<file path="src/rtl/axil_reg_slave.sv">
// ---------------------------------------------------------------------------
// axil_reg_slave
//
// Parametrised AXI4-Lite slave register bank.  NUM_REGS registers of DATA_W
// bits are written and read over AXI4-Lite.  The whole bank is exposed flat
// on hw_out, with a one-cycle wr_pulse per register on every committed write.
// Registers flagged in RO_MASK are read-only: reads return the matching
// hw_in slice, writes are refused with SLVERR, and their hw_out slot reads 0.
//
// Configuration macro:
//   AXIL_REG_WSTRB_EN  defined   : byte lanes updated according to wstrb
//                      undefined : wstrb ignored, every accepted write
//                                  replaces the full word
//
// Ports:
//   s_axi_aclk, s_axi_areset          clock, async active-high reset
//   s_axi_aw* / s_axi_w* / s_axi_b*   write address, data, response channels
//   s_axi_ar* / s_axi_r*              read address and data channels
//   hw_out   [NUM_REGS*DATA_W]        register contents, reg i at [i*DATA_W +: DATA_W]
//   hw_in    [NUM_REGS*DATA_W]        source values for read-only registers
//   wr_pulse [NUM_REGS]               one-cycle pulse per committed write
//
// Handshake rule (all channels): a transfer happens on a rising edge where
// VALID and READY are both 1.  A source holds VALID and its payload stable
// until that edge; this slave holds bvalid/bresp and rvalid/rdata/rresp
// stable until their handshake.
// ---------------------------------------------------------------------------
module axil_reg_slave #(
    parameter int                  ADDR_W   = 5,
    parameter int                  DATA_W   = 32,
    parameter int                  NUM_REGS = 8,
    parameter logic [NUM_REGS-1:0] RO_MASK  = '0
) (
    input  logic                         s_axi_aclk,
    input  logic                         s_axi_areset,
    input  logic [ADDR_W-1:0]            s_axi_awaddr,
    input  logic                         s_axi_awvalid,
    output logic                         s_axi_awready,
    input  logic [DATA_W-1:0]            s_axi_wdata,
    input  logic [DATA_W/8-1:0]          s_axi_wstrb,
    input  logic                         s_axi_wvalid,
    output logic                         s_axi_wready,
    output logic [1:0]                   s_axi_bresp,
    output logic                         s_axi_bvalid,
    input  logic                         s_axi_bready,
    input  logic [ADDR_W-1:0]            s_axi_araddr,
    input  logic                         s_axi_arvalid,
    output logic                         s_axi_arready,
    output logic [DATA_W-1:0]            s_axi_rdata,
    output logic [1:0]                   s_axi_rresp,
    output logic                         s_axi_rvalid,
    input  logic                         s_axi_rready,
    output logic [NUM_REGS*DATA_W-1:0]   hw_out,
    input  logic [NUM_REGS*DATA_W-1:0]   hw_in,
    output logic [NUM_REGS-1:0]          wr_pulse
);

    localparam int STRB_W = DATA_W / 8;
    localparam int LSB    = $clog2(STRB_W);
    localparam int IDX_W  = ADDR_W - LSB;

    localparam logic [1:0] RESP_OKAY   = 2'b00;
    localparam logic [1:0] RESP_SLVERR = 2'b10;

    typedef enum logic { W_COLLECT, W_RESP } w_state_t;
    typedef enum logic { R_IDLE,    R_DATA } r_state_t;

    // Register storage
    logic [DATA_W-1:0]   r_regs [NUM_REGS];

    // Write channel state
    w_state_t            r_wstate;
    logic                r_awready;
    logic                r_wready;
    logic                r_bvalid;
    logic [1:0]          r_bresp;
    logic [IDX_W-1:0]    r_awidx;
    logic [DATA_W-1:0]   r_wdata;
    logic [NUM_REGS-1:0] r_wr_pulse;
`ifdef AXIL_REG_WSTRB_EN
    logic [STRB_W-1:0]   r_wstrb;
    logic [STRB_W-1:0]   w_wstrb;
`endif

    // Read channel state
    r_state_t            r_rstate;
    logic                r_arready;
    logic                r_rvalid;
    logic [DATA_W-1:0]   r_rdata;
    logic [1:0]          r_rresp;

    // Write-side combinational signals
    logic                w_aw_hs;
    logic                w_w_hs;
    logic                w_aw_have;
    logic                w_w_have;
    logic                w_commit;
    logic [IDX_W-1:0]    w_widx;
    logic [DATA_W-1:0]   w_wdata;
    logic [NUM_REGS-1:0] w_wsel;
    logic                w_werr;

    // Read-side combinational signals
    logic [IDX_W-1:0]    w_ridx;
    logic                w_rhit;
    logic [DATA_W-1:0]   w_rword;

    logic [NUM_REGS*DATA_W-1:0] w_hw_out;

    // -----------------------------------------------------------------------
    // Write path.  awready/wready double as "not yet latched" flags while in
    // W_COLLECT, so a beat counts as available if it is latched already or
    // is handshaking this cycle.  The commit happens on the edge where the
    // second of the two beats arrives, using the live bus value for whichever
    // beat is arriving right now.
    // -----------------------------------------------------------------------
    assign w_aw_hs   = r_awready & s_axi_awvalid;
    assign w_w_hs    = r_wready  & s_axi_wvalid;
    assign w_aw_have = w_aw_hs | ~r_awready;
    assign w_w_have  = w_w_hs  | ~r_wready;
    assign w_commit  = (r_wstate == W_COLLECT) & w_aw_have & w_w_have;

    assign w_widx  = r_awready ? s_axi_awaddr[ADDR_W-1:LSB] : r_awidx;
    assign w_wdata = r_wready  ? s_axi_wdata : r_wdata;
`ifdef AXIL_REG_WSTRB_EN
    assign w_wstrb = r_wready  ? s_axi_wstrb : r_wstrb;
`endif

    // One-hot select of the writable target; all-zero means SLVERR
    // (out-of-range index or read-only register).
    always_comb begin
        w_wsel = '0;
        for (int i = 0; i < NUM_REGS; i++) begin
            w_wsel[i] = (w_widx == IDX_W'(i)) && !RO_MASK[i];
        end
    end
    assign w_werr = ~|w_wsel;

    always_ff @(posedge s_axi_aclk or posedge s_axi_areset) begin
        if (s_axi_areset) begin
            r_wstate   <= W_COLLECT;
            r_awready  <= 1'b1;
            r_wready   <= 1'b1;
            r_bvalid   <= 1'b0;
            r_bresp    <= RESP_OKAY;
            r_awidx    <= '0;
            r_wdata    <= '0;
            r_wr_pulse <= '0;
`ifdef AXIL_REG_WSTRB_EN
            r_wstrb    <= '0;
`endif
        end else begin
            r_wr_pulse <= '0;
            case (r_wstate)
                W_COLLECT: begin
                    if (w_aw_hs) begin
                        r_awidx   <= s_axi_awaddr[ADDR_W-1:LSB];
                        r_awready <= 1'b0;
                    end
                    if (w_w_hs) begin
                        r_wdata  <= s_axi_wdata;
`ifdef AXIL_REG_WSTRB_EN
                        r_wstrb  <= s_axi_wstrb;
`endif
                        r_wready <= 1'b0;
                    end
                    if (w_commit) begin
                        r_awready  <= 1'b0;
                        r_wready   <= 1'b0;
                        r_bvalid   <= 1'b1;
                        r_bresp    <= w_werr ? RESP_SLVERR : RESP_OKAY;
                        r_wr_pulse <= w_wsel;
                        r_wstate   <= W_RESP;
                    end
                end
                W_RESP: begin
                    if (s_axi_bready) begin
                        r_bvalid  <= 1'b0;
                        r_awready <= 1'b1;
                        r_wready  <= 1'b1;
                        r_wstate  <= W_COLLECT;
                    end
                end
                default: r_wstate <= W_COLLECT;
            endcase
        end
    end

    // Register bank update, only on the commit edge.
    always_ff @(posedge s_axi_aclk or posedge s_axi_areset) begin
        if (s_axi_areset) begin
            for (int i = 0; i < NUM_REGS; i++) begin
                r_regs[i] <= '0;
            end
        end else if (w_commit) begin
            for (int i = 0; i < NUM_REGS; i++) begin
                if (w_wsel[i]) begin
`ifdef AXIL_REG_WSTRB_EN
                    for (int k = 0; k < STRB_W; k++) begin
                        if (w_wstrb[k]) begin
                            r_regs[i][8*k +: 8] <= w_wdata[8*k +: 8];
                        end
                    end
`else
                    r_regs[i] <= w_wdata;
`endif
                end
            end
        end
    end

    // -----------------------------------------------------------------------
    // Read path.  The word is sampled on the AR handshake edge, so a write
    // committing on that same edge is not yet visible to this read.
    // -----------------------------------------------------------------------
    assign w_ridx = s_axi_araddr[ADDR_W-1:LSB];

    always_comb begin
        w_rhit  = 1'b0;
        w_rword = '0;
        for (int i = 0; i < NUM_REGS; i++) begin
            if (w_ridx == IDX_W'(i)) begin
                w_rhit  = 1'b1;
                w_rword = RO_MASK[i] ? hw_in[i*DATA_W +: DATA_W] : r_regs[i];
            end
        end
    end

    always_ff @(posedge s_axi_aclk or posedge s_axi_areset) begin
        if (s_axi_areset) begin
            r_rstate  <= R_IDLE;
            r_arready <= 1'b1;
            r_rvalid  <= 1'b0;
            r_rdata   <= '0;
            r_rresp   <= RESP_OKAY;
        end else begin
            case (r_rstate)
                R_IDLE: begin
                    if (s_axi_arvalid) begin
                        r_rdata   <= w_rword;
                        r_rresp   <= w_rhit ? RESP_OKAY : RESP_SLVERR;
                        r_rvalid  <= 1'b1;
                        r_arready <= 1'b0;
                        r_rstate  <= R_DATA;
                    end
                end
                R_DATA: begin
                    if (s_axi_rready) begin
                        r_rvalid  <= 1'b0;
                        r_arready <= 1'b1;
                        r_rstate  <= R_IDLE;
                    end
                end
                default: r_rstate <= R_IDLE;
            endcase
        end
    end

    // Hardware-side view; read-only slots are forced to zero.
    always_comb begin
        w_hw_out = '0;
        for (int i = 0; i < NUM_REGS; i++) begin
            w_hw_out[i*DATA_W +: DATA_W] = RO_MASK[i] ? '0 : r_regs[i];
        end
    end

    // Byte-offset address bits and the hw_in slices of writable registers
    // carry no information for this block.
`ifdef AXIL_REG_WSTRB_EN
    logic w_unused;
    assign w_unused = ^{hw_in, s_axi_awaddr[LSB-1:0], s_axi_araddr[LSB-1:0]};
`else
    logic w_unused;
    assign w_unused = ^{hw_in, s_axi_awaddr[LSB-1:0], s_axi_araddr[LSB-1:0], s_axi_wstrb};
`endif

    assign s_axi_awready = r_awready;
    assign s_axi_wready  = r_wready;
    assign s_axi_bvalid  = r_bvalid;
    assign s_axi_bresp   = r_bresp;
    assign s_axi_arready = r_arready;
    assign s_axi_rvalid  = r_rvalid;
    assign s_axi_rdata   = r_rdata;
    assign s_axi_rresp   = r_rresp;
    assign hw_out        = w_hw_out;
    assign wr_pulse      = r_wr_pulse;

endmodule

</file>
<file path="config.mk">
export PLATFORM = sky130hd
export DESIGN_NAME = axil_reg_slave
export DESIGN_NICKNAME = d
export VERILOG_FILES = /design/src/rtl/axil_reg_slave.sv
export SDC_FILE = /design/constraint.sdc
export NUM_CORES = 1
export LEC_CHECK = 0
export ABC_CLOCK_PERIOD_IN_PS = 13200
export CORE_AREA = 2 2 237 239
export DETAILED_ROUTE_END_ITERATION = 8
export DIE_AREA = 0 0 239 241
export GPL_TIMING_DRIVEN = 0
export PLACE_DENSITY = 0.64
export SKIP_CTS_REPAIR_TIMING = 1
export SYNTH_ARGS = -nofsm -noshare
export SYNTH_HDL_FRONTEND = slang
export SYNTH_SLANG_ARGS = --single-unit
</file>
<file path="constraint.sdc">
create_clock -name s_axi_aclk -period 13.2 [get_ports s_axi_aclk]
set_input_delay 2.64 -clock s_axi_aclk [delete_from_list [all_inputs] [get_ports s_axi_aclk]]
set_output_delay 2.64 -clock s_axi_aclk [all_outputs]
set_load 0.03 [all_outputs]
</file>
## Yosys cells after proc, flatten, opt, wreduce, memory -nomap -nowiden

Index checks and enable logic that the tools add are counted.

| cells by class | value |
|---|---|
| add/sub/neg operators | 0 |
| multiply operators | 0 |
| div/mod/pow operators | 0 |
| magnitude comparators | 0 |
| eq/ne operators | 20 |
| shift operators | 0 |
| multiplexer cells | 44 |
| bitwise logic cells | 10 |
| reductions and logical operators | 19 |

Operator list:

| kind | number |
|---|---|
| 32-bit 2-to-1 mux | 9 |
| 2-bit AND reduction | 16 |
| 3-bit equality test, second input constant | 8 |
| 1-bit 2-to-1 mux | 23 |
| 8-bit 2-to-1 mux | 2 |
| 1-bit one-hot mux with 2 select lines | 7 |
| 3-bit by 2-bit equality test with 1-bit output, second input constant | 4 |
| 2-bit != test, second input constant | 4 |
| 8-bit OR reduction | 1 |
| 3-bit by 1-bit equality test with 1-bit output, second input constant | 2 |
| 3-bit logical NOT | 2 |
| 3-bit != test, second input constant | 2 |
| 1-bit bitwise AND | 4 |
| 2-bit 2-to-1 mux | 2 |
| 1-bit inverter | 4 |
| 3-bit 2-to-1 mux | 1 |
| 1-bit OR | 2 |

| storage, ports and cells | value |
|---|---|
| bits in registers | 342 |
| bits in latches | 0 |
| bits in writable memories | 0 |
| ROM bits | 0 |
| input bits | 309 |
| output and inout port bits | 305 |
| word-level logic and storage cells | 114 |
| memories kept | 0 |

## Longest topological paths before layout

Gate-level depths: netlist (run 1).

| logic depth | value |
|---|---|
| depth in word-level cells | 10 |
| mapped depth | 7 |
| mapped depth without buffers | 4 |

## Worst setup path before layout (run 1)

Ideal clock, no wire load.

| timing path | value |
|---|---|
| path kind | input to register |
| start point | input s_axi_awaddr[4] |
| end point | register r_regs, in the netlist hw_out[10] |
| setup time | 0.125 ns |
| arrival | 4.014 ns |
| required time | 13.075 ns |
| setup slack | 9.062 ns |
| stages | 6 |
| buffers on the path | 2 |
| path through | mux2_4 nor4_4 and2b_1 buf_4 buf_6 mux2_2 |

| between the ends | value |
|---|---|
| cells in the longest elaborated chain, start to end | 3 |

Ends and longest elaborated chain:

| item | RTL line | source |
|---|---|---|
| start, declared | 36 | `input logic [ADDR_W-1:0] s_axi_awaddr,` |
| 3-bit 2-to-1 mux | 123 | `assign w_widx = r_awready ? s_axi_awaddr[ADDR_W-1:LSB] : r_awidx;` |
| 3-bit logical NOT | 134 | `w_wsel[i] = (w_widx == IDX_W'(i)) && !RO_MASK[i];` |
| 2-bit AND reduction (no line) | -- |  |
| end signal, assigned by index | 205 | `r_regs[i] <= w_wdata;` |
| end, declared | 69 | `logic [DATA_W-1:0] r_regs [NUM_REGS];` |

Every way passes these cells.
A chain may end at the register's enable or synchronous reset.

## Worst setup path in the final report (run 1)

| timing path | value |
|---|---|
| start point | input s_axi_araddr[2] |
| end point | register r_rdata[15] (netlist: s_axi_rdata[15]) |

| between the ends | value |
|---|---|
| cells in the longest elaborated chain, start to end | 9 |
| elaborated cells on any way between the ends | 16 |
| those cells by class | 7 x eq/ne; 8 x mux; 1 x reduce/logical |

Ends and longest elaborated chain:

| item | RTL line | source |
|---|---|---|
| start, declared | 46 | `input logic [ADDR_W-1:0] s_axi_araddr,` |
| 3-bit logical NOT | 222 | `if (w_ridx == IDX_W'(i)) begin` |
| 32-bit 2-to-1 mux (7 in series) | 222 |  |
| 32-bit 2-to-1 mux (*) | 222 |  |
| end signal, assigned | 240 | `r_rdata <= w_rword;` |
| end, declared | 89 | `logic [DATA_W-1:0] r_rdata;` |

Mark *: on every way between the ends. The rest lies on a longest branch, timed or not.

==> results.sh, run 1 <==
export IMPL_min_period_over_period_pct=39.5
export IMPL_worst_pin_slew_ns=1.14
export IMPL_antenna_found_initial=0
export IMPL_die_x_um=239
export IMPL_synth_top_area_share_pct=56.2
export IMPL_final_max_slew_violation_count=0
export IMPL_critPathKind="in -> reg"
export IMPL_power_share_combinational_pct=49.7
export IMPL_leakage_nw=8.94
export IMPL_die_area_mm2=0.0576
export IMPL_swShare_pct=41.9
export IMPL_insertion_delay_ns=0.56
export IMPL_relSlewSlack_pct=23.9
export IMPL_syn_inst=1063
export IMPL_ys_seq_elements=340
export IMPL_intPower_mw=3.54
export IMPL_htree_levels=2
export IMPL_grt_max_degree=136
export IMPL_rsz0062_at_grt="no"
export IMPL_grt_first_pass_wirelength_um=82500
export IMPL_worstSetupStartpointType="input port"
export IMPL_hold_slack_ns=0.490
export IMPL_synth_cell_types=34
export IMPL_rows=86
export IMPL_p_clk_share_pct=18.5
export IMPL_drive_above_1_share_pct=31.4
export IMPL_syn_area_per_cell_um2=14.1
export IMPL_port_buffers=347
export IMPL_dpl_cell_count=2117
export IMPL_areaGrowthSynthToFinish_pct=38.5
export IMPL_drc=0
export IMPL_seq_area_frac_synth_pct=56.7
export IMPL_drt_iter0_markers=574
export IMPL_p_sw_mw=2.55
export IMPL_routed_wl_um=58900
export IMPL_finalClockSkew_ns=0.0209
export IMPL_yosysTopAreaCell="dfrtp_1"
export IMPL_gp_congestion=0.832
export IMPL_hold_class="reg -> reg"
export IMPL_seq_power_share_pct=31.8
export IMPL_pin_count=614
export IMPL_nNetsFinal=1764
export IMPL_hpwl_um=42600
export IMPL_syn_area_mm2=0.0150
export IMPL_p_per_area_mw_per_mm2=293
export IMPL_crit_arrival_ns=5.68
export IMPL_nFillCells=5216
export IMPL_first_global_vias=11300
export IMPL_routedWlPerCell_um=26.9
export IMPL_required_ns=13.66
export IMPL_cts_tree="done"
export IMPL_root_buffer="clkbuf_16"
export IMPL_crit_path_end_kind="flop"
export IMPL_cts_buffer_depth=3
export IMPL_die_h_um=241
export IMPL_drtPass1Iterations=4
export IMPL_met3_usage_pct=7.59
export IMPL_yosysWarnings=0
export IMPL_met1_usage_pct=27.1
export IMPL_hold_viol_final=0
export IMPL_fin_cells=2189
export IMPL_vias_per_cell=4.96
export IMPL_grt_overflow=0
export IMPL_status="finished, final reports clean"
export IMPL_grtUsageTotal_pct=20.1
export IMPL_setup_viol=0
export IMPL_ys_top_cells_by_area="dfrtp_1 (56%), mux2_2 (26%), mux2i_1 (4.3%), o221ai_1 (3.2%), a22o_1 (1.6%)"
export IMPL_clkSinkCount=340
export IMPL_top_usage_layer="met2"
export IMPL_cap_violations=0
export IMPL_tritoncts_num_buffers=40
export IMPL_vias=10900
export IMPL_crit_fanout=10
export IMPL_met2_usage_pct=29.9
export IMPL_period_needed_ns=5.22
export IMPL_ir_drop_mv=0.152
export IMPL_clkSlewWorstSetupHoldPaths_ns=0.06
export IMPL_ant_nets=0
export IMPL_core_area_mm2=0.0549
export IMPL_initial_utilization_pct=27.3
export IMPL_fmax_ghz=0.192
[cell usage in the layout (no fill, tap or decap), types with 6 or more instances in the layout]
master,netlist,final
buf_2,22,22
nand2_1,9,9
o22ai_1,8,8
nor2b_1,7,7
clkbuf_1,27,33
mux2i_1,64,64
o221ai_1,54,54
dfrtp_1,337,337
a22oi_1,6,6
clkbuf_16,0,42
inv_1,15,14
mux2_2,349,349
o21ai_0,6,6
buf_4,6,6
nand2b_1,7,7
nor2_1,62,62
a21oi_1,10,10
a22o_1,28,28
clkdlybuf4s50_1,0,347
buf_1,6,6
buf_6,12,12
clkbuf_8,0,11
[synth_stat cells]
master,n
a21o_1,1
a21oi_1,10
a22o_1,28
a22oi_1,6
and2_1,1
and2b_1,1
buf_1,6
buf_2,22
buf_4,6
buf_6,12
clkbuf_1,27
conb_1,1
dfrtp_1,337
dfstp_2,3
inv_1,15
mux2_2,349
mux2_4,1
mux2i_1,64
nand2_1,9
nand2_2,3
nand2b_1,7
nand3_1,2
nor2_1,62
nor2b_1,7
nor3_1,1
nor4_4,1
o2111a_1,1
o21ai_0,6
o21bai_1,1
o221ai_1,54
o22ai_1,8
o2bb2ai_1,5
o31ai_1,5
or2_2,1
[metal layers]
layer	share of wire, %	routed length [µm]
met5	0	0
met3	9.9	5830
met1	45	26600
met4	2.3	1370
met2	43	25100
[cell families (layout without fill, tap and decap cells)]
logic type | Yosys count | in the layout | synth area share, %
multiplexers | 414 | 414 | 30.6
AO/OA/AOI/OAI | 125 | 125 | 6.67
buffers and inverters | 88 | 508 | 3.14
AND/OR/NAND/NOR | 95 | 95 | 2.86
other | 1 | 3 | 0.0250
flip-flops | 340 | 340 | 56.7
[final cells by class]
type,instances,area [µm²],share of cell area [%]
flip-flops and latches,340,8510,41.0
multi-input cells,636,6020,29.0
repair buffers,349,3530,17.0
clock buffers,59,1220,5.89
well taps,704,881,4.24
plain buffers,73,414,1.99
clock inverters,12,134,0.644
inverters,15,63.8,0.307
diodes,1,2.50,0.0120
[state kept, by name (all words and copies together), names as in the netlist, 3 cells and up]
register / flops
hw_out: 256
wr_pulse: 8
s_axi_rdata: 32
r_wdata: 32
r_awidx: 3
[power by group through the flow]
stage | clock, mW | sequential (mW) | combinational (mW)
2_1_floorplan | 0 | 2.67 | 0.919
3_3_place_gp | 0 | 1.91 | 3.01
3_5_place_dp | 0 | 1.94 | 3.04
4_1_cts | 1.16 | 1.93 | 3.05
5_1_grt | 1.20 | 1.99 | 3.18
6_report | 1.13 | 1.93 | 3.03
[path summary, 6_finish.rpt]
path | from | to | slack (ns) | cells past startpoint
setup / recovery | s_axi_araddr[2] | s_axi_rdata[15]$_DFFE_PP0P_ | 7.98 | 7
hold / removal | s_axi_rresp[1]$_DFFE_PP0P_ | s_axi_rresp[1]$_DFFE_PP0P_ | 0.49 | 1
setup reg to reg | s_axi_wready$_DFFE_PP1P_ | hw_out[181]$_DFFE_PP0P_ | 10.55 | 4
hold reg to reg | s_axi_rresp[1]$_DFFE_PP0P_ | s_axi_rresp[1]$_DFFE_PP0P_ | 0.49 | 1
max in group asynchronous | s_axi_areset | hw_out[112]$_DFFE_PP0P_ | 9.47 | 3
min in group asynchronous | s_axi_areset | s_axi_bvalid$_DFFE_PP0P_ | 2.60 | 2
[per-stage QoR]
step	worst slack (ns)	area [µm²]	utilization (%)	setup TNS [ns]	power, mW
final	7.98	20800	37.9	0	6.09
after global routing	7.77	20800	37.9	0	6.37
after CTS	7.94	20800	37.9	0	6.14
after detailed placement	7.36	19400	35.4	0	4.98
after global placement	-3.13	19400	35.3	-1035.97	4.92
after floorplan	1.14	15000	-	0	3.59
[critical path, cell delays in order]
cell and delay (ns):
clkdlybuf4s50_1 0.57, buf_2 0.38, buf_2 0.42, nand3_1 0.56
nor2_1 0.83, a22oi_1 0.15, o31ai_1 0.12
Note: power is estimated with default switching activity, not from simulation.
==> inputs of run 2 (changes only) <==
--- a/config.mk
+++ b/config.mk
@@ -5,12 +5,12 @@
 export SDC_FILE = /design/constraint.sdc
 export NUM_CORES = 1
 export LEC_CHECK = 0
-export ABC_CLOCK_PERIOD_IN_PS = 13200
+export ABC_CLOCK_PERIOD_IN_PS = 4600
 export CORE_AREA = 2 2 237 239
 export DETAILED_ROUTE_END_ITERATION = 8
 export DIE_AREA = 0 0 239 241
 export GPL_TIMING_DRIVEN = 0
-export PLACE_DENSITY = 0.64
+export PLACE_DENSITY = 0.66
 export SKIP_CTS_REPAIR_TIMING = 1
 export SYNTH_ARGS = -nofsm -noshare
 export SYNTH_HDL_FRONTEND = slang
==> constraint.sdc (replaced) <==
create_clock -name s_axi_aclk -period 4.6 [get_ports s_axi_aclk]
set_input_delay 0.92 -clock s_axi_aclk [delete_from_list [all_inputs] [get_ports s_axi_aclk]]
set_output_delay 0.92 -clock s_axi_aclk [all_outputs]
set_load 0.03 [all_outputs]
==> run 2 against run 1 <==
  * Highest routed layer is now met5
  * Critical path type unchanged
  * Setup slack lost 6.9 ns
  * Cell count grew 0.18%
  * Via count grew 1.4%
  * Hold slack lost 0.0082 ns
  * Final area grew 0.25%
  * Flip-flop and latch count is the same
  * Sequential power grew to 2.9 times the previous value
==> results.sh, run 2 (same netlist as run 1, synthesis figures left out) <==
export IMPL_r2r_start="s_axi_wready$_DFFE_PP1P_"
export IMPL_crit_arrival_ns=3.90
export IMPL_port_buffers=347
export IMPL_setup_viol=0
export IMPL_grt_overflow=0
export IMPL_largest_register_ffs=256
export IMPL_htree_levels=2
export IMPL_grtUsageTotal_pct=20.2
export IMPL_nFillCells=5219
export IMPL_p_clk_share_pct=18.1
export IMPL_required_ns=5.03
export IMPL_areaGrowthSynthToFinish_pct=38.9
export IMPL_cts_tree="done"
export IMPL_critPathKind="in -> reg"
export IMPL_die_x_um=239
export IMPL_first_global_vias=11400
export IMPL_hold_slack_ns=0.481
export IMPL_ff2ff_setup_slack_ns=1.83
export IMPL_pin_count=614
export IMPL_fin_ws_ns=1.13
export IMPL_diodes=0
export IMPL_routed_wl_um=58800
export IMPL_gp_congestion=0.854
export IMPL_initial_utilization_pct=27.3
export IMPL_leakage_nw=8.96
export IMPL_r2r_end="hw_out[79]$_DFFE_PP0P_"
export IMPL_crit_fanout=10
export IMPL_routedWlPerCell_um=26.8
export IMPL_vias=11000
export IMPL_root_buffer="clkbuf_16"
export IMPL_dpl_cell_count=2124
export IMPL_fin_area_mm2=0.0208
export IMPL_period_needed_ns=3.47
export IMPL_clkSlewWorstSetupHoldPaths_ns=0.06
export IMPL_core_area_mm2=0.0549
export IMPL_hpwl_um=43100
export IMPL_fin_cells=2193
export IMPL_grt_first_pass_wirelength_um=83300
export IMPL_die_area_mm2=0.0576
export IMPL_status="finished, final reports clean"
export IMPL_holdPathEnd="s_axi_bvalid$_DFFE_PP0P_"
export IMPL_rsz0062_at_grt="no"
export IMPL_whs_path_depth=1
export IMPL_grt_max_degree=43
export IMPL_worst_pin_slew_ns=1.26
export IMPL_hold_viol_final=0
export IMPL_hold_class="reg -> reg"
export IMPL_ant_nets=0
export IMPL_tritoncts_num_buffers=39
export IMPL_cap_violations=0
export IMPL_p_sw_mw=7.33
export IMPL_worstSetupStartpointType="input port"
export IMPL_seq_area_mm2=0.00851
export IMPL_ir_drop_mv=0.435
export IMPL_dp_slack_ns=0.554
export IMPL_relSlewSlack_pct=16.2
export IMPL_drc=0
export IMPL_drive_above_1_share_pct=31.4
export IMPL_drt_iter0_markers=600
export IMPL_finalClockSkew_ns=0.0176
export IMPL_power_share_combinational_pct=50.0
export IMPL_final_max_slew_violation_count=0
export IMPL_clkSinkCount=340
export IMPL_p_per_area_mw_per_mm2=835
export IMPL_min_period_over_period_pct=75.4
export IMPL_crit_path_end_kind="flop"
export IMPL_insertion_delay_ns=0.56
export IMPL_worstHoldStart="s_axi_bvalid$_DFFE_PP0P_"
export IMPL_seq_power_share_pct=31.9
export IMPL_fmax_ghz=0.288
export IMPL_nNetsFinal=1770
export IMPL_rows=86
export IMPL_ff2ff_path_depth=4
export IMPL_drtPass1Iterations=5
export IMPL_cts_buffer_depth=3
export IMPL_die_h_um=241
export IMPL_antenna_found_initial=3
export IMPL_final_cell_mix="mux2_2 (349), clkdlybuf4s50_1 (347), dfrtp_1 (337)"
export IMPL_multiInputGateArea_mm2=0.00602
export IMPL_final_common_cell="mux2_2"
export IMPL_placed_area_mm2=0.0195
export IMPL_intPower_mw=10.1
export IMPL_vias_per_cell=5.02
export IMPL_swShare_pct=42.1
[run 2: cell types whose count changed in the layout (fill, tap and decap cells not counted)]
cell        previous run  this run
inv_8                  1         0
clkbuf_1              33        36
buf_12                 0         9
clkbuf_8              11        10
clkinvlp_4             2         3
buf_16                 2         0
inv_6                  0         1
clkinv_4               2         0
clkbuf_16             42        40
clkinv_2               5         4
diode_2                1         0
[run 2: worst max-delay path by stage]
stage                    startpoint                          end  slack (ns)  depth (start not counted)
global placement       s_axi_areset       hw_out[68]$_DFFE_PP0P_       -3.40                          2
floorplan              s_axi_areset        hw_out[0]$_DFFE_PP0P_       -0.86                          1
CTS                 s_axi_araddr[2]  s_axi_rdata[13]$_DFFE_PP0P_        1.14                          8
detailed placement  s_axi_araddr[2]  s_axi_rdata[13]$_DFFE_PP0P_        0.55                          8
finish              s_axi_araddr[4]  s_axi_rdata[16]$_DFFE_PP0P_        1.13                          7
global route        s_axi_araddr[4]  s_axi_rdata[16]$_DFFE_PP0P_        0.99                          7
[run 2: cell type report]
type,instances,area share [%]
Buffer,73,1.99
Clock buffer,59,5.63
Clock inverter,10,0.576
Inverter,15,0.288
Multi-Input combinational cell,636,28.9
Sequential cell,340,40.9
Tap cell,704,4.23
Timing Repair Buffer,356,17.5
[run 2: worst max-delay path, stage by stage]
cell and delay [ns]:
clkdlybuf4s50_1 0.48, clkbuf_1 0.51, nand2b_1 0.18, clkbuf_1 0.53, clkbuf_1 0.77, o221ai_1 0.26, a22o_1 0.22
[run 2: per-stage QoR]
stage / util, % / total power [mW] / setup TNS [ns]
3_5_place_dp: 35.6 / 14.3 / 0
2_1_floorplan: - / 10.3 / -291.20
6_report: 38.0 / 17.4 / 0
5_1_grt: 38.0 / 18.2 / 0
3_3_place_gp: 35.3 / 14.1 / -1127.59
4_1_cts: 38.0 / 17.5 / 0
[run 2: power groups by stage]
stage / Sequential, mW / Combinational [mW] / Clock [mW]
floorplan: 7.65 / 2.64 / 0
global route: 5.72 / 9.15 / 3.34
detailed placement: 5.56 / 8.73 / 0
global placement: 5.49 / 8.63 / 0
CTS: 5.53 / 8.77 / 3.21
finish: 5.55 / 8.71 / 3.15
[run 2: layer usage]
| layer | GRT usage, % | vias to the layer above | wire [µm] | part of all wire, % |
|---|---|---|---|---|
| li1 | - | 4715 | - | - |
| met1 | 27.9 | 5734 | 27100 | 46 |
| met2 | 29.8 | 480 | 24900 | 42 |
| met3 | 7.02 | 85 | 5440 | 9.2 |
| met4 | 5.45 | 2 | 1340 | 2.3 |
| met5 | 0 | - | 16 | 0.027 |
==> inputs of run 3 (changes only) <==
--- a/config.mk
+++ b/config.mk
@@ -5,12 +5,12 @@
 export SDC_FILE = /design/constraint.sdc
 export NUM_CORES = 1
 export LEC_CHECK = 0
-export ABC_CLOCK_PERIOD_IN_PS = 4600
+export ABC_CLOCK_PERIOD_IN_PS = 3450
 export CORE_AREA = 2 2 237 239
 export DETAILED_ROUTE_END_ITERATION = 8
 export DIE_AREA = 0 0 239 241
 export GPL_TIMING_DRIVEN = 0
-export PLACE_DENSITY = 0.66
+export PLACE_DENSITY = 0.64
 export SKIP_CTS_REPAIR_TIMING = 1
 export SYNTH_ARGS = -nofsm -noshare
 export SYNTH_HDL_FRONTEND = slang
==> constraint.sdc (replaced) <==
create_clock -name s_axi_aclk -period 3.45 [get_ports s_axi_aclk]
set_input_delay 0.69 -clock s_axi_aclk [delete_from_list [all_inputs] [get_ports s_axi_aclk]]
set_output_delay 0.69 -clock s_axi_aclk [all_outputs]
set_load 0.03 [all_outputs]
==> run 3 against run 2 <==
  * Combinational power up 33%
  * First-iteration DRC count down 20%
  * Global-route usage up 0.19 points
  * Power up 34%
  * Register-to-register slack worse by 1.2 ns
  * Largest power group unchanged
==> results.sh, run 3 (same netlist as run 1, synthesis figures left out) <==
export IMPL_status="finished, final reports clean"
export IMPL_ff2ff_path_depth=4
export IMPL_nFillCells=5230
export IMPL_gp_congestion=0.821
export IMPL_fin_area_mm2=0.0209
export IMPL_cts_tree="done"
export IMPL_antenna_found_initial=5
export IMPL_cap_violations=0
export IMPL_worst_pin_slew_ns=1.31
export IMPL_drc=0
export IMPL_die_x_um=239
export IMPL_grt_first_pass_wirelength_um=83400
export IMPL_period_needed_ns=3.28
export IMPL_grt_max_degree=44
export IMPL_min_period_over_period_pct=95.0
export IMPL_drt_iter0_markers=480
export IMPL_ant_nets=0
export IMPL_final_common_cell="mux2_2"
export IMPL_root_buffer="clkbuf_16"
export IMPL_grt_overflow=0
export IMPL_placed_area_mm2=0.0195
export IMPL_port_buffers=347
export IMPL_ir_drop_mv=0.535
export IMPL_areaGrowthSynthToFinish_pct=39.4
export IMPL_vias_per_cell=4.96
export IMPL_insertion_delay_ns=0.56
export IMPL_tns_ns=0
export IMPL_clkSlewWorstSetupHoldPaths_ns=0.06
export IMPL_leakage_nw=9.00
export IMPL_crit_fanout=10
export IMPL_drtPass1Iterations=5
export IMPL_drive_above_1_share_pct=31.6
export IMPL_worstSetupStartpointType="input port"
export IMPL_crit_arrival_ns=3.73
export IMPL_vias=10900
export IMPL_p_per_area_mw_per_mm2=1120
export IMPL_critPathLaunch="s_axi_araddr[4]"
export IMPL_r2r_start="s_axi_wready$_DFFE_PP1P_"
export IMPL_finalClockSkew_ns=0.0230
export IMPL_crit_end="s_axi_rdata[4]$_DFFE_PP0P_"
export IMPL_rsz0062_at_grt="no"
export IMPL_routed_wl_um=59400
export IMPL_hold_viol_final=0
export IMPL_routedWlPerCell_um=27.0
export IMPL_largest_register_ffs=256
export IMPL_power_mw=23.4
export IMPL_tritoncts_num_buffers=40
export IMPL_grtUsageTotal_pct=20.4
export IMPL_htree_levels=2
export IMPL_core_area_mm2=0.0549
export IMPL_dp_slack_ns=-0.356
export IMPL_final_max_slew_violation_count=0
export IMPL_fin_ws_ns=0.172
export IMPL_final_cell_mix="mux2_2 (349), clkdlybuf4s50_1 (347), dfrtp_1 (337)"
export IMPL_critPathKind="in -> reg"
export IMPL_clkSinkCount=340
export IMPL_fmax_ghz=0.305
export IMPL_nNetsFinal=1771
export IMPL_pin_count=614
export IMPL_setup_viol=0
export IMPL_die_area_mm2=0.0576
export IMPL_ff2ff_setup_slack_ns=0.64
export IMPL_hold_class="in -> async"
export IMPL_hpwl_um=43200
export IMPL_cts_buffer_depth=3
export IMPL_initial_utilization_pct=27.3
export IMPL_required_ns=3.90
export IMPL_first_global_vias=11300
export IMPL_r2r_end="hw_out[53]$_DFFE_PP0P_"
export IMPL_crit_path_end_kind="flop"
export IMPL_relSlewSlack_pct=12.9
export IMPL_die_h_um=241
export IMPL_rows=86
==> run 3: changes by cell type in the layout (fill, tap and decap cells not counted) <==
cell        delta
diode_2        +2
clkbuf_1       -1
clkbuf_8       +3
bufinv_16      +1
clkinvlp_4     -1
clkinv_2       +1
==> run 3: critical path, cell delays in order <==
cell and delay (ns):
clkdlybuf4s50_1 0.52, clkbuf_1 0.50, nand2b_1 0.18, clkbuf_1 0.56, clkbuf_1 0.75, o221ai_1 0.29
a22o_1 0.23
==> run 3: cell type report <==
cell class              instances  area [µm²]  area share, %
diodes                          2        5.00         0.0239
well taps                     704         881           4.21
multi-input cells             636        6020           28.8
clock buffers                  61        1210           5.79
inverters                      15        60.1          0.287
plain buffers                  73         414           1.98
flip-flops and latches        340        8510           40.7
clock inverters                11         148          0.706
repair buffers                356        3650           17.5
==> run 3: how the worst min path moves through the flow <==
stage                               from  depth (start not counted)                   endpoint
2_1_floorplan         r_rstate$_DFF_PP0_                          1   s_axi_rvalid$_DFFE_PP0P_
5_1_grt                     s_axi_areset                          2    r_wdata[22]$_DFFE_PP0P_
6_report                    s_axi_areset                          2    hw_out[118]$_DFFE_PP0P_
4_1_cts                     s_axi_areset                          2    r_wdata[22]$_DFFE_PP0P_
3_5_place_dp   s_axi_arready$_DFFE_PP1P_                          2  s_axi_arready$_DFFE_PP1P_
3_3_place_gp    s_axi_bvalid$_DFFE_PP0P_                          1   s_axi_bvalid$_DFFE_PP0P_
==> run 3: where the power goes <==
part           leakage [nW]  internal (mW)  switching (mW)  total (mW)
Combinational          4.13           5.08            6.52        11.6
Sequential             4.20           5.85            1.54        7.40
Clock                 0.669           2.64            1.74        4.38
Total                  9.00           13.6            9.80        23.4
==> run 3: stage by stage <==
stage	hold slack [ns]	std cells	utilization, %
floorplan	0.451	1064	-
global route	0.442	2196	38.1
global placement	0.471	2115	35.3
finish	0.443	2198	38.1
CTS	0.421	2196	38.1
detailed placement	0.472	2124	35.6
==> run 3: layer usage <==
layer  GRT usage [%]  vias up  share of wire (%)
li1                -     4725                  -
met1            27.3     5639                 45
met2            29.9      452                 42
met3            9.24       76                 11
met4            4.68        8                1.7
met5               0        -              0.089
